$ cat src/rtl/alu_mdu.sv
// alu_mdu: execute-stage ALU plus iterative multiply/divide unit with HI/LO.
// Build option MDU_SIGNED_EN: when defined, mult/div operate on signed
// operands; when undefined, mult behaves as multu and div as divu and no
// sign-fix logic is built (the FIX state is still visited, latency unchanged).
//
// MDU handshake: mdstart/mdop are sampled on a rising edge only while
// mdbusy=0 (FSM idle). A mult/div start holds mdbusy high for WIDTH+1 cycles;
// mddone then pulses for exactly one cycle with mdbusy already low, so a new
// start may be presented in the mddone cycle. Starts while busy are dropped.
module alu_mdu #(
  parameter int WIDTH = 32
) (
  input  logic             clk,
  input  logic             reset,
  input  logic [WIDTH-1:0] srca,
  input  logic [WIDTH-1:0] srcb,
  input  logic [2:0]       alucontrol,
  output logic [WIDTH-1:0] aluout,
  output logic             zero,
  output logic             overflow,
  input  logic [2:0]       mdop,
  input  logic             mdstart,
  output logic             mdbusy,
  output logic             mddone,
  output logic [WIDTH-1:0] hi,
  output logic [WIDTH-1:0] lo
);

  localparam int CW = $clog2(WIDTH);

  localparam logic [2:0] OP_MULT  = 3'b001;
  localparam logic [2:0] OP_MULTU = 3'b010;
  localparam logic [2:0] OP_DIV   = 3'b011;
  localparam logic [2:0] OP_DIVU  = 3'b100;
  localparam logic [2:0] OP_MTHI  = 3'b101;
  localparam logic [2:0] OP_MTLO  = 3'b110;

  typedef enum logic [1:0] {
    ST_IDLE = 2'd0,
    ST_RUN  = 2'd1,
    ST_FIX  = 2'd2
  } md_state_e;

  // ALU intermediates
  logic [WIDTH-1:0] srcbb;
  logic [WIDTH-1:0] sum;

  // MDU state: acc holds product-high / partial remainder, wrk holds
  // multiplier then product-low / dividend then quotient, opb the operand-B magnitude.
  md_state_e        state_q, state_d;
  logic [CW-1:0]    cnt_q, cnt_d;
  logic [WIDTH-1:0] acc_q, acc_d;
  logic [WIDTH-1:0] wrk_q, wrk_d;
  logic [WIDTH-1:0] opb_q, opb_d;
  logic             is_div_q, is_div_d;
  logic             bzero_q, bzero_d;
  logic [WIDTH-1:0] hi_q, hi_d;
  logic [WIDTH-1:0] lo_q, lo_d;
  logic             mddone_q, mddone_d;
`ifdef MDU_SIGNED_EN
  logic             neg_a_q, neg_a_d;
  logic             neg_b_q, neg_b_d;
`endif

  // MDU combinational scratch
  logic [WIDTH-1:0]   mag_a, mag_b;
  logic [WIDTH:0]     mul_sum;
  logic [WIDTH:0]     div_trial;
  logic [2*WIDTH-1:0] prod;
  logic [WIDTH-1:0]   quo, rem;

  // ALU: optional B inversion with carry-in, then logic/add/set-less-than
  always_comb begin
    srcbb = alucontrol[2] ? ~srcb : srcb;
    sum   = srca + srcbb + {{(WIDTH-1){1'b0}}, alucontrol[2]};
    case (alucontrol[1:0])
      2'b00:   aluout = srca & srcbb;
      2'b01:   aluout = srca | srcbb;
      2'b10:   aluout = sum;
      default: aluout = {{(WIDTH-1){1'b0}}, sum[WIDTH-1]};
    endcase
    zero     = (aluout == '0);
    overflow = (srca[WIDTH-1] == srcbb[WIDTH-1]) && (sum[WIDTH-1] != srca[WIDTH-1]);
  end

  // MDU next-state: start/move decode in IDLE, one radix-2 step per RUN cycle,
  // sign fix and HI/LO write on FIX exit
  always_comb begin
    state_d   = state_q;
    cnt_d     = cnt_q;
    acc_d     = acc_q;
    wrk_d     = wrk_q;
    opb_d     = opb_q;
    is_div_d  = is_div_q;
    bzero_d   = bzero_q;
    hi_d      = hi_q;
    lo_d      = lo_q;
    mddone_d  = 1'b0;
`ifdef MDU_SIGNED_EN
    neg_a_d   = neg_a_q;
    neg_b_d   = neg_b_q;
`endif
    mag_a     = '0;
    mag_b     = '0;
    mul_sum   = '0;
    div_trial = '0;
    prod      = '0;
    quo       = '0;
    rem       = '0;
    case (state_q)
      ST_IDLE: begin
        if (mdstart) begin
          case (mdop)
            OP_MULT, OP_MULTU, OP_DIV, OP_DIVU: begin
              mag_a = srca;
              mag_b = srcb;
`ifdef MDU_SIGNED_EN
              neg_a_d = ((mdop == OP_MULT) || (mdop == OP_DIV)) && srca[WIDTH-1];
              neg_b_d = ((mdop == OP_MULT) || (mdop == OP_DIV)) && srcb[WIDTH-1];
              if (neg_a_d) mag_a = -srca;
              if (neg_b_d) mag_b = -srcb;
`endif
              is_div_d = (mdop == OP_DIV) || (mdop == OP_DIVU);
              bzero_d  = (srcb == '0);
              acc_d    = '0;
              wrk_d    = mag_a;
              opb_d    = mag_b;
              cnt_d    = CW'(WIDTH - 1);
              state_d  = ST_RUN;
            end
            OP_MTHI: hi_d = srca;
            OP_MTLO: lo_d = srca;
            default: ;
          endcase
        end
      end
      ST_RUN: begin
        if (!is_div_q) begin
          // shift-add: conditionally add multiplicand, shift {acc,wrk} right
          mul_sum = {1'b0, acc_q} + (wrk_q[0] ? {1'b0, opb_q} : {(WIDTH+1){1'b0}});
          acc_d   = mul_sum[WIDTH:1];
          wrk_d   = {mul_sum[0], wrk_q[WIDTH-1:1]};
        end else begin
          // restoring: keep the difference only when it does not borrow
          div_trial = {acc_q, wrk_q[WIDTH-1]} - {1'b0, opb_q};
          if (!div_trial[WIDTH]) begin
            acc_d = div_trial[WIDTH-1:0];
            wrk_d = {wrk_q[WIDTH-2:0], 1'b1};
          end else begin
            acc_d = {acc_q[WIDTH-2:0], wrk_q[WIDTH-1]};
            wrk_d = {wrk_q[WIDTH-2:0], 1'b0};
          end
        end
        if (cnt_q == '0) state_d = ST_FIX;
        else             cnt_d   = cnt_q - CW'(1);
      end
      ST_FIX: begin
        prod = {acc_q, wrk_q};
        quo  = wrk_q;
        rem  = acc_q;
`ifdef MDU_SIGNED_EN
        if (neg_a_q ^ neg_b_q) begin
          prod = -prod;
          quo  = -quo;
        end
        // remainder follows the dividend; for a zero divisor this restores srca
        if (neg_a_q) rem = -rem;
`endif
        if (is_div_q) begin
          hi_d = rem;
          lo_d = bzero_q ? '1 : quo;
        end else begin
          hi_d = prod[2*WIDTH-1:WIDTH];
          lo_d = prod[WIDTH-1:0];
        end
        mddone_d = 1'b1;
        state_d  = ST_IDLE;
      end
      default: state_d = ST_IDLE;
    endcase
  end

  // MDU registers; reset aborts any op in flight and clears HI/LO
  always_ff @(posedge clk or posedge reset) begin
    if (reset) begin
      state_q  <= ST_IDLE;
      cnt_q    <= '0;
      acc_q    <= '0;
      wrk_q    <= '0;
      opb_q    <= '0;
      is_div_q <= 1'b0;
      bzero_q  <= 1'b0;
      hi_q     <= '0;
      lo_q     <= '0;
      mddone_q <= 1'b0;
`ifdef MDU_SIGNED_EN
      neg_a_q  <= 1'b0;
      neg_b_q  <= 1'b0;
`endif
    end else begin
      state_q  <= state_d;
      cnt_q    <= cnt_d;
      acc_q    <= acc_d;
      wrk_q    <= wrk_d;
      opb_q    <= opb_d;
      is_div_q <= is_div_d;
      bzero_q  <= bzero_d;
      hi_q     <= hi_d;
      lo_q     <= lo_d;
      mddone_q <= mddone_d;
`ifdef MDU_SIGNED_EN
      neg_a_q  <= neg_a_d;
      neg_b_q  <= neg_b_d;
`endif
    end
  end

  assign mdbusy = (state_q != ST_IDLE);
  assign mddone = mddone_q;
  assign hi     = hi_q;
  assign lo     = lo_q;

endmodule

$ cat config.mk
export PLATFORM = sky130hd
export DESIGN_NAME = alu_mdu
export DESIGN_NICKNAME = d
export VERILOG_FILES = /design/src/rtl/alu_mdu.sv
export SDC_FILE = /design/constraint.sdc
export NUM_CORES = 1
export LEC_CHECK = 0
export CAP_MARGIN = 15
export CORE_MARGIN = 4
export CORE_UTILIZATION = 60
export CTS_CLUSTER_DIAMETER = 120
export DETAILED_ROUTE_END_ITERATION = 10
export GPL_TIMING_DRIVEN = 0
export PLACE_DENSITY = 0.85
export SETUP_SLACK_MARGIN = 0.02
export SLEW_MARGIN = 20
export SYNTH_ARGS = -nofsm -noshare
export SYNTH_HDL_FRONTEND = slang
export SYNTH_SLANG_ARGS = --single-unit
$ cat constraint.sdc
create_clock -name clk -period 20.7 [get_ports clk]
set_input_delay 5.175 -clock clk [delete_from_list [all_inputs] [get_ports clk]]
set_output_delay 5.175 -clock clk [all_outputs]
set_load 0.05 [all_outputs]
Word level (Yosys, flattened, before mapping)
Cells that the tools add are included.
- $mul: 0
- reductions and logical operators: 17
- div/mod/pow operators: 0
- add/subtract/negate cells: 5
- bitwise gates (word level): 3
- shift-type cells: 0
- multiplexer cells: 30
- eq/ne operators: 18
- magnitude comparators: 0
- operator list (kind ; count):
    32-bit 2-to-1 mux ; 15
    32-bit case mux with 2 select lines ; 4
    32-bit case mux with 3 select lines ; 1
    32-bit zero test ; 2
    32-bit by 32-bit adder with 33-bit output ; 1
    33-bit by 32-bit subtractor with 33-bit output ; 1
    32-bit by 1-bit adder with 32-bit output ; 1
    32-bit adder ; 1
    32-bit bitwise AND ; 1
    32-bit inverter ; 1
    32-bit bitwise OR ; 1
    5-bit 2-to-1 mux ; 3
    3-bit AND reduction ; 5
    5-bit case mux with 2 select lines ; 1
    3-bit == test (second input constant) ; 3
    3-bit by 2-bit == test with 1-bit output (second input constant) ; 2
    2-bit 2-to-1 mux ; 3
    2-bit by 1-bit inequality test with 1-bit output (second input constant) ; 3
    2-bit inequality test (second input constant) ; 3
    2-bit nonzero test ; 3
    5-bit zero test ; 1
    5-bit by 1-bit subtractor with 5-bit output (second input constant) ; 1
    2-bit by 1-bit == test with 1-bit output (second input constant) ; 2
    2-bit == test (second input constant) ; 2
    other kinds (10) ; 12
- memory bits (writable): 0
- word-level logic and storage cells: 83
- bits of input ports: 73
- latch bits: 0
- memories kept: 0
- output and inout bits: 100
- register bits: 170
- memory bits (read-only): 0

Depth between registers and ports, before layout
- depth in word-level cells: 6
- mapped depth: 16
- depth with buffers taken out: 14

Least setup slack after synthesis
OpenSTA, ideal clock, no wires.
- path kind: input to output
- from: input port alucontrol[2]
- to: output port zero
- setup slack: 5935 ps
- required time: 15525 ps
- stages on the path: 15
- buffers on the path: 2
- arrival: 9590 ps
- cell sequence: buf_2 buf_1 xor2_1 inv_1 ha_1 a21oi_1 o22ai_2 o31ai_4 o31ai_4 a21oi_2 o211ai_1 or3b_1 or4_2 nor4_1 and4b_1
- cells in the longest elaborated chain, start to end: 5
- elaborated cells between the ends (all ways): 7
- classes of those cells: add/sub (2); mux (2); bitwise (2); reduce/logical (1)
- ends and longest elaborated chain (what ; RTL line ; RTL):
    start: declaration ; 17 ; input logic [2:0] alucontrol,
    32-bit 2-to-1 mux ; 74 ; srcbb = alucontrol[2] ? ~srcb : srcb;
    32-bit adder ; 75 ; sum = srca + srcbb + {{(WIDTH-1){1'b0}}, alucontrol[2]};
    32-bit by 1-bit adder with 32-bit output ; 75 ;
    32-bit case mux with 3 select lines * ; 76 ; case (alucontrol[1:0])
    via aluout[19] ; 18 ; output logic [WIDTH-1:0] aluout,
    32-bit zero test * ; 82 ; zero = (aluout == '0);
    end: declaration ; 19 ; output logic zero,
The timed path passes the listed nets; every way through them passes the cells marked *.

Worst setup path in the final report
- from: input port srcb[7]
- to: output port zero
- cells in the longest elaborated chain, start to end: 6
- elaborated cells between the ends (all ways): 8
- classes of those cells: add/sub (2); mux (2); bitwise (3); reduce/logical (1)
- ends and longest elaborated chain (what ; RTL line ; RTL):
    start: declaration ; 16 ; input logic [WIDTH-1:0] srcb,
    32-bit inverter ; 74 ;
    32-bit 2-to-1 mux * ; 74 ;
    32-bit adder ; 75 ;
    32-bit by 1-bit adder with 32-bit output ; 75 ;
    32-bit case mux with 3 select lines * ; 76 ;
    32-bit zero test * ; 82 ;
Mark *: on every way between the ends. The rest lies on a longest branch, timed or not.

==> flow_results.org <==
** Setup path
- Crit path arrival time :: 10.32 ns
- Endpoint required time on the critical path :: 15.53 ns
- Worst reg-to-reg path cell count :: 14
- Cell type group with the largest total delay on the critical path :: buffers and inverters
- Kind of critical path :: primary input to output port
- Along the worst path, the maximum fanout reaches 6.
- RR Endpoint :: acc_q[30]
- Worst reg-to-reg setup slack :: 15.76 ns
- Cells along the critical path :: clkdlybuf4s50_1, xor2_1, inv_1, ha_1, a221oi_1, a31oi_1, o31ai_4, o31ai_4, a21oi_2, o2111a_1, or3_1, or4_2, nor4_1, and4b_1, clkdlybuf4s50_1
- Startpoint type of the worst setup path :: primary input
- On the critical path, the stage with the largest delay is an instance of clkdlybuf4s50_1.
- Buffering stage count on the worst path with inverters included :: 3
- Source of the worst register-to-register timing path :: wrk_q[0]
- The worst setup path is captured at an output port.
- Longest individual stage delay on the worst path :: 0.80 ns

** Cells and area
- Cells with a size suffix above 1 make up 4.505% of the layout.
- The final layout contains 2191 nets.
- Fill cells :: 1850
- Excluding fillers, the count of instances in the completed layout stands at 2317.
- Post-route design area :: 17370 um2
- Relative to the synthesized area, the layout overhead comes to 19.05%.
- The repair_antennas step left the layout with diodes totalling 0.

** Yosys
- Mean post-synth cell area :: 8.128 um2
- Most area-consuming cells after synthesis :: dfrtp_1 29%, ha_1 11%, nand2_1 6.9%
- Synth warn :: 0
- Summed over all instances, the cell type with the most area after synthesis is dfrtp_1.
- After synthesis, the most frequently instantiated cells are 269 x nand2_1, 189 x o21ai_0, 170 x dfrtp_1.
- Counting flops and latches in the post-synthesis netlist gives 170.
- Number of flops mapped to enable cells by yosys :: 0
- When the netlist entered floorplanning its net count stood at 2001.
- The netlist uses 76 different library cells.
- Post-synth top area share :: 29.16%
- After synthesis, the share of flip-flops with an asynchronous set or reset is 100.0%.
- Cell count after synthesis :: 1795
- Summing every instance area after synthesis gives 14590 um2.
- In the synthesized netlist the dominant register cell turns out to be dfrtp_1.
- In the post-synthesis netlist, the cell with the most instances is nand2_1.
- The share of the Yosys chip area taken by registers is 29.16%.

** CTS
- Count of buffers added by post-CTS timing repair for setup :: 0
- The clock net in this run drives a total of 170 sinks.
- Hold buffer count at cts :: 0
- CTS placed an instance of clkbuf_16 at the clock tree root.
- Clock-pin slew was measured on the worst setup and hold paths at 0.06 ns.
- No sink is reached through more buffers than the 2 on the longest clock path.
- TritonCTS built the clock tree.
- Gates resized during post-CTS repair numbered 0.
- Clock insertion delay at the later pin of the skew report :: 0.44 ns
- Htree depth :: 4
- Buffers inserted during clock tree synthesis total 17.

** Hold path
- Count of cells along the worst hold path :: 2
- Worst Hold End :: bzero_q
- The worst hold path belongs to the class flip-flop to flip-flop.
- Critical hold path startpoint :: bzero_q

** Routing
- In the routed design, unresolved DRC markers number 0.
- Starting DRT DRC Count :: 1739
- The first detailed-routing pass ran for 6 iterations.
- Number of vias per cell after detailed routing :: 6.373
- Count of antenna-violating nets left after detailed routing :: 0
- Overall routed net length :: 49.32 mm
- Mean routed wirelength per cell :: 21.28 um
- Vias after detailed routing :: 14770

** Power
- Part of the total power dissipated in sequential elements :: 22.0%
- Int Pwr :: 1.513 mW
- The design draws 3.090 mW.
- VDD sags by at most 0.0001296 V.
- In this run the power spent charging and discharging nets is 1.577 mW.
- Share of power burned in combinational logic :: 66.4%
- Per report_power, the clock group accounts for 11.5% of the total.
- Net switching is 51.03% of the power.
- PwrDens :: 177.9 nW/um2
- Leak pwr :: 7.877 nW

** Floorplan
- The core region is 23680 um2.
- Area enclosed by the die boundary :: 26870 um2
- Number of placement rows :: 56
- Pin placement for this block handled 173 I/O pins.
- Horizontal die dimension :: 163.9 um
- Initial cell density of the core :: 61.60%
- Die height :: 163.9 um

** Timing
- Fin crit share :: 74.87%
- The worst path meets setup with 5.202 ns of slack.
- Static timing analysis puts the maximum clock frequency at 0.06452 GHz.
- Worst slew margin relative to its limit :: 38.55%
- Setup violations remaining at the end of the flow were counted as 0.
- The count of final hold-check violations is 0.
- For the finished layout, the period the worst path requires is 15.50 ns.
- Across the routed clock network, the largest skew measured is 0.01233 ns.
- The final-report max-slew violation count is 0.
- Total negative slack for setup checks :: 0 ns
- Slew of the pin with the lowest slew margin :: 0.9183 ns
- Setup repair after global routing left no endpoint under its margin.

** Place
- Post-placement worst setup slack :: 5.214 ns
- Total placed cells including tap cells :: 2285
- Area after detailed placement :: 16720 um2
- Once detailed placement completed, the half-perimeter wirelength came to 38.09 mm.
- At the end of routability-driven placement, the weighted congestion stood at 0.9753.
- Count of buffers from port buffering :: 170

** Run
- The tool flagged a number of max-cap violations equal to 0.

** Global routing
- The first global-routing pass estimated 76.32 mm of wire.
- Via count of the first global-routing pass :: 14270
- Sum of overflow across all layers after global routing :: 0
- Pin count of the biggest net entering global routing :: 93
- Global router's overall resource usage :: 36.03%
- Antenna violations before repair :: 1

** Outcome
- The flow ran to the end, and the final reports show no timing, DRC or antenna violations.
flip-flops by register name, indices dropped and copies added, names as in the netlist:
| name | flops |
|---|---|
| is_div_q | 1 |
| wrk_q | 32 |
| bzero_q | 1 |
| acc_q | 32 |
| hi | 32 |
| state_q | 2 |
| cnt_q | 5 |
| lo | 32 |
| mddone | 1 |
| opb_q | 32 |
kinds of logic after synthesis:
kind of cell	after synthesis	share of synthesized area, %
muxes	106	7.642
adders and majority gates	133	11.56
and+or+nand+nor	524	16.32
DFF	170	29.16
AOI/OAI and AO/OA	537	22.92
xor gates and xnor gates	117	7.024
buffers and inverters	208	5.377
cell type report:
type | count | area (um2) | area share (%)
multi-input cells | 1417 | 9550 | 54.99
plain buffers | 91 | 345.3 | 1.988
flip-flops and latches | 170 | 4254 | 24.49
clock inverters | 11 | 192.7 | 1.109
inverters | 117 | 446.7 | 2.572
repair buffers | 171 | 1729 | 9.956
well taps | 319 | 399.1 | 2.298
clock buffers | 21 | 450.4 | 2.593
metrics by stage:
step	hold slack (ns)	util [%]
final	0.4896	73.34
after global routing	0.5050	73.34
after CTS	0.4890	73.34
after detailed placement	0.4747	70.62
after global placement	0.4598	70.47
after floorplan	0.4484	-
worst reg2reg max path: cells and delay by family, from the launching register on:
kind	cells	cell delay, ns
buffers and inverters	2	0.89
flip-flops	1	0.33
AO/OA/AOI/OAI	8	2.80
AND/OR/NAND/NOR	2	0.41
adder cells (fa/ha/maj)	1	0.28
XOR/XNOR	1	0.10
worst max-delay path by stage:
| stage | startpoint | endpoint | slack [ns] | cells past startpoint |
|---|---|---|---|---|
| finish | srcb[7] | zero | 5.20 | 15 |
| global route | alucontrol[2] | zero | 4.95 | 17 |
| CTS | alucontrol[2] | zero | 5.22 | 15 |
| detailed placement | alucontrol[2] | zero | 5.21 | 15 |
| global placement | srcb[7] | zero | 5.34 | 15 |
| floorplan | alucontrol[2] | zero | 5.94 | 15 |
power by group through the flow:
stage,Sequential (mW),Combinational [mW],Clock [mW]
floorplan,0.829,1.28,0
global placement,0.669,1.94,0
detailed placement,0.674,2.00,0
CTS,0.670,2.02,0.354
global route,0.694,2.23,0.368
finish,0.681,2.05,0.356
per-layer routing:
metal	vias to the layer above	global-route usage, %	part of all wire (%)
met1	7024	45.47	39
met4	0	16.70	4.7
li1	6749	-	-
met5	-	0	0
met3	183	7.378	9.7
met2	810	59.58	46
cell usage in the layout (no fill, tap or decap), types with 38 or more instances in the layout:
master           netlist  routed
nand2_1              269     269
o21ai_0              189     189
dfrtp_1              170     170
clkdlybuf4s50_1        0     170
ha_1                 130     130
inv_1                117     116
a21oi_1              103     103
nor2_1                94      94
clkbuf_1              76      79
xor2_1                78      78
mux2i_1               72      72
a31oi_1               40      40
a21o_1                39      39
xnor2_1               39      39
and2_1                38      38
Note: power is estimated with default switching activity, not from simulation.
